[config.mk]
export PLATFORM = sky130hd
export DESIGN_NAME = systolic_result_streamer
export DESIGN_NICKNAME = d
export VERILOG_FILES = /design/src/rtl/systolic_result_streamer_pkg.sv /design/src/rtl/systolic_result_streamer_requant_sat.sv /design/src/rtl/systolic_result_streamer.sv
export SDC_FILE = /design/constraint.sdc
export NUM_CORES = 1
export LEC_CHECK = 0
export BUFFER_PORTS_ARGS = -buffer_cell sky130_fd_sc_hd__buf_4
export CAP_MARGIN = 20
export CORE_UTILIZATION = 40
export CTS_CLUSTER_DIAMETER = 50
export DETAILED_ROUTE_END_ITERATION = 7
export PLACE_DENSITY = 0.72
export SLEW_MARGIN = 25
export SYNTH_ARGS = -nofsm -noshare
export SYNTH_HDL_FRONTEND = slang
export SYNTH_HIERARCHICAL = 1
export SYNTH_SLANG_ARGS = --single-unit
export TNS_END_PERCENT = 10
[constraint.sdc]
create_clock -name clk -period 8 [get_ports clk]
set_input_delay 1.2 -clock clk [delete_from_list [all_inputs] [get_ports clk]]
set_output_delay 1.2 -clock clk [all_outputs]
set_load 0.02 [all_outputs]
[src/rtl/systolic_result_streamer_pkg.sv]
// Shared constants and types for the systolic result path.
// Matrix geometry, element widths and the streamer state encoding.
package systolic_pkg;

   localparam int N       = 4;
   localparam int ACC_W   = 32;
   localparam int OUT_W   = 16;
   localparam int SHIFT_W = 5;
   localparam int ROW_W   = $clog2(N);
   localparam int IDX_W   = 2 * ROW_W;

   typedef enum logic {
      IDLE   = 1'b0,
      STREAM = 1'b1
   } stream_state_t;

   typedef logic [N-1:0][N-1:0][ACC_W-1:0] frame_t;

endpackage

[src/rtl/systolic_result_streamer_requant_sat.sv]
// Combinational round-half-up arithmetic right shift followed by
// saturation of an accumulator value into the output element range.
module requant_sat
   import systolic_pkg::*;
(
   input  logic [ACC_W-1:0]   value_i,
   input  logic [SHIFT_W-1:0] shift_i,
   output logic [OUT_W-1:0]   value_o,
   output logic               sat_o
);

   localparam logic signed [ACC_W:0] SAT_MAX =
      {{(ACC_W - OUT_W + 2){1'b0}}, {(OUT_W - 1){1'b1}}};
   localparam logic signed [ACC_W:0] SAT_MIN = ~SAT_MAX;

   logic signed [ACC_W:0] ext;
   logic signed [ACC_W:0] rnd;
   logic signed [ACC_W:0] sum;
   logic signed [ACC_W:0] shifted;

   // One guard bit keeps the rounding add from wrapping at the positive limit;
   // with shift 0 the rounding term is zero so the same path passes v through.
   always_comb begin
      ext = {value_i[ACC_W-1], value_i};
      rnd = '0;
      if (shift_i != '0) begin
         rnd = (ACC_W+1)'(1) << (shift_i - SHIFT_W'(1));
      end
      sum     = ext + rnd;
      shifted = sum >>> shift_i;

      value_o = shifted[OUT_W-1:0];
      sat_o   = 1'b0;
      if (shifted > SAT_MAX) begin
         value_o = SAT_MAX[OUT_W-1:0];
         sat_o   = 1'b1;
      end else if (shifted < SAT_MIN) begin
         value_o = SAT_MIN[OUT_W-1:0];
         sat_o   = 1'b1;
      end
   end

endmodule

[src/rtl/systolic_result_streamer.sv]
// Snapshots the NxN accumulator matrix on computation_done and streams it
// row-major as requantised, saturated elements over valid/ready.
//
// state  | meaning
// IDLE   | no frame held, waiting for computation_done
// STREAM | frame held, presenting element idx until the last beat is taken
module systolic_result_streamer
   import systolic_pkg::*;
(
   input  logic               clk,
   input  logic               rst_n,
   input  logic               computation_done,
   input  frame_t             result_matrix,
   input  logic [SHIFT_W-1:0] shift_amt,
   output logic               out_valid,
   input  logic               out_ready,
   output logic [OUT_W-1:0]   out_data,
   output logic [ROW_W-1:0]   out_row,
   output logic [ROW_W-1:0]   out_col,
   output logic               out_row_last,
   output logic               out_last,
   output logic               out_sat,
   output logic               busy,
   output logic               overrun
);

   stream_state_t      state_q;
   frame_t             frame_q;
   logic [SHIFT_W-1:0] shift_q;
   logic [IDX_W-1:0]   idx_q;
   logic               overrun_q;

   logic               streaming;
   logic               xfer;
   logic               at_last;
   logic [ROW_W-1:0]   row;
   logic [ROW_W-1:0]   col;
   logic [ACC_W-1:0]   elem;
   logic [OUT_W-1:0]   rq_data;
   logic               rq_sat;

   // N is a power of two, so row/col are just the upper/lower index halves.
   assign streaming = (state_q == STREAM);
   assign row       = idx_q[IDX_W-1:ROW_W];
   assign col       = idx_q[ROW_W-1:0];
   assign at_last   = (idx_q == IDX_W'(N*N - 1));
   assign xfer      = streaming && out_ready;
   assign elem      = frame_q[row][col];

   always_ff @(posedge clk or negedge rst_n) begin
      if (!rst_n) begin
         state_q   <= IDLE;
         frame_q   <= '0;
         shift_q   <= '0;
         idx_q     <= '0;
         overrun_q <= 1'b0;
      end else begin
         overrun_q <= 1'b0;
         case (state_q)
            IDLE: begin
               if (computation_done) begin
                  frame_q <= result_matrix;
                  shift_q <= shift_amt;
                  idx_q   <= '0;
                  state_q <= STREAM;
               end
            end
            STREAM: begin
               if (xfer && at_last) begin
                  idx_q <= '0;
                  // A pulse on the final accepted beat chains the next frame with no bubble.
                  if (computation_done) begin
                     frame_q <= result_matrix;
                     shift_q <= shift_amt;
                  end else begin
                     state_q <= IDLE;
                  end
               end else begin
                  if (xfer) begin
                     idx_q <= idx_q + IDX_W'(1);
                  end
                  if (computation_done) begin
                     overrun_q <= 1'b1;
                  end
               end
            end
            default: state_q <= IDLE;
         endcase
      end
   end

   requant_sat u_requant_sat (
      .value_i (elem),
      .shift_i (shift_q),
      .value_o (rq_data),
      .sat_o   (rq_sat)
   );

   // Element fields are forced to zero outside a frame so idle outputs match reset.
   assign out_valid    = streaming;
   assign busy         = streaming;
   assign out_row      = row;
   assign out_col      = col;
   assign out_row_last = streaming && (col == ROW_W'(N - 1));
   assign out_last     = streaming && at_last;
   assign out_data     = streaming ? rq_data : '0;
   assign out_sat      = streaming && rq_sat;
   assign overrun      = overrun_q;

endmodule

==> impl_metrics.yaml <==
timing:
  worstMarginPinSlew_ps: 1170
  max_freq_ghz: 0.128
  relSlewSlack: 0.217
  drv_slew: 0
  hold_viol: 0
  setup_violations: 0
  worst_slack_ps: 179
  period_minus_slack_ps: 7820
  fin_worst_skew_ps: 26.5
  finalCritPeriodShare: 0.978
grt:
  grt-ovfl-total: 0
  antenna_found_initial: 26
  grt_use_total: 0.261
  grtUsageMet2: 0.433
  grt_util_met1: 0.318
  top_usage_layer: "met2"
  met3_usage: 0.0618
  first_global_vias: 22200
  grt_max_degree: 177
  grt_pass1_wl_mm: 139
place:
  dp_hpwl_mm: 69.9
  port-buffer-count: 546
  gp_congestion: 0.982
  placed_area_um2: 33400
  pre_cts_ws_ps: 259
yosys:
  yosysMostFrequentCell: "dfrtp_1"
  mappedNetlistArea_um2: 28200
  synth_edf_count: 0
  synth_warnings: 6
  synth.avg_cell_area_um2: 13.2
  ys_top_cells_by_area: "dfrtp_1 46%, mux2_2 21%, mux4_2 10%"
  ys.flop_type: "dfrtp_1"
  synth.top_cell.area_share: 0.464
  synth_commonest_cells: "523 x dfrtp_1, 516 x mux2_2, 131 x mux4_2"
  synth.distinct_cells: 99
  yosysTopAreaCell: "dfrtp_1"
  postSynthCellCount: 2137
  synthArstFlopShare: 1.00
  ys_ff_latch: 523
  synth_seq_area_share: 0.464
  syn_nets: 2692
clock_network:
  cts_tree: "done"
  path_clk_slew_ps: 60
  clk-insertion-delay-late_ps: 610
  cts_buffers: 67
  htree_num_levels: 3
  clock-root-buffer: "clkbuf_16"
  clock_sinks: 523
  cts_buffer_depth: 3
setup_path:
  start_kind: "register"
  cp_max_fo: 16
  cp.required_ps: 6800
  arrival_ps: 6620
  end_kind: "output port"
  crit_type: "reg -> out"
floorplan:
  ioPinCount: 547
  core_area_um2: 69200
  start_util: 0.408
  die_width_um: 268
  die_h_um: 268
  die-area_um2: 71600
  rows: 96
layout:
  fin_area_um2: 36200
  postLayoutCoreUtil: 0.524
  nets: 3251
  syn_to_final_growth_pct: 28.5
  n_fill_cell: 5979
  drive_gt1_frac: 0.557
pwr:
  vdd.ir_drop.worst_mv: 0.349
  p_leak_nw: 15.7
  p_per_area_nw_per_um2: 495
route:
  routedWlPerCell_um: 25.4
  wirelength_mm: 94.0
  drtIter0Drc: 1681
  post-route-drc-count: 0
  routed-via-count: 21000
  vias_per_cell: 5.68
  first_pass_iters: 6
  ant_nets: 0
status:
  status: "complete, no violations"
job:
  maxCapViolations: 0
min_path:
  hold_class: "reg -> reg"
==> flip-flops by register name, indices dropped and copies added (netlist names) <==
| register | flops |
|---|---|
| busy | 1 |
| frame_q | 512 |
| idx_q | 4 |
| overrun | 1 |
| shift_q | 5 |
==> stage by stage <==
stage / setup TNS [ps] / hold WS, ps / power (mW) / instances
after global placement: 0 / 465 / 14.3 / 3543
after global routing: -355 / 511 / 18.9 / 3700
final: 0 / 482 / 17.9 / 3701
after CTS: 0 / 487 / 17.8 / 3668
after detailed placement: 0 / 475 / 14.5 / 3543
after floorplan: 0 / 452 / 11.2 / 2137
==> worst paths after layout <==
check | start | to | slack (ps) | cells after the start
worst min register to register | frame_q[364] | frame_q[364] | 480 | 1
max in group asynchronous | rst_n | frame_q[193] | 5450 | 3
worst max register to register | idx_q[0] | frame_q[316] | 3900 | 6
worst max-delay path | idx_q[2] | out_data[0] | 180 | 23
worst min-delay path | frame_q[364] | frame_q[364] | 480 | 1
min in group asynchronous | rst_n | frame_q[231] | 620 | 1
==> cell usage in the layout (no fill, tap or decap), drive strengths merged, types with 17 or more instances in the layout <==
cell      n
inv      18
nand4    17
nor2     83
mux4    132
diode    22
clkbuf   93
nand3    21
a22oi    67
and2     30
buf     652
ha       33
a21oi    76
mux2i    36
a211oi   31
nand2   116
dfrtp   523
nor3     26
o21ai    61
mux2    526
==> area by class of cell <==
cell class                      instances  area [um^2]  area share
Clock inverter                         29          334     0.00922
Sequential cell                       523        13100       0.362
Antenna cell                           22         55.1     0.00152
Clock buffer                           92         1920      0.0531
Timing Repair Buffer                  653         5200       0.143
Inverter                               15         56.3     0.00155
Multi-Input combinational cell       1436        14400       0.397
Tap cell                              931         1160      0.0322
==> routing by layer <==
metal  part of all wire  wire length, um
met5            0.00073               69
met4              0.051             4770
met3              0.070             6540
met2               0.49            45900
met1               0.39            36700
==> where the power goes <==
group	total (mW)	switching [mW]	internal [mW]
combinational	10.1	5.31	4.81
clock	3.00	1.22	1.78
sequential	4.80	0.837	3.96
==> critical path: stages, from the launching register on <==
cell	delay [ps]
dfrtp_4	490
buf_16	190
buf_12	200
mux4_2	540
a22oi_1	290
buf_4	190
nand2_1	60
ha_1	380
nand2_1	160
a211oi_2	300
o21a_1	230
o211ai_2	140
a31oi_2	200
mux2i_1	280
a21boi_4	270
a311oi_2	170
or4_1	540
or3_1	320
nor4_1	270
a221o_2	220
buf_12	150
o21ai_1	80
and2_1	160
buf_4	150
==> kinds of logic (layout without fill, tap and decap cells) <==
| logic type | after synthesis | in the layout | synth area share |
|---|---|---|---|
| DFF | 523 | 523 | 0.464 |
| other | 1 | 23 | 0.000133 |
| buffers and inverters | 178 | 789 | 0.0366 |
| AOI/OAI and AO/OA | 347 | 347 | 0.0882 |
| adders and majority gates | 34 | 34 | 0.0154 |
| xor gates and xnor gates | 29 | 29 | 0.00981 |
| and+or+nand+nor | 331 | 331 | 0.0572 |
| muxes | 694 | 694 | 0.329 |
==> timing repair <==
item | CTS | global route
hold buffers | 0 | 0
cloned | 1 | 1
resized for setup | 21 | 46
setup buffers | 3 | 9
pin swaps | 6 | 10
setup endpoints to repair | 16 | 16
Power figures use the tool's default switching activity.
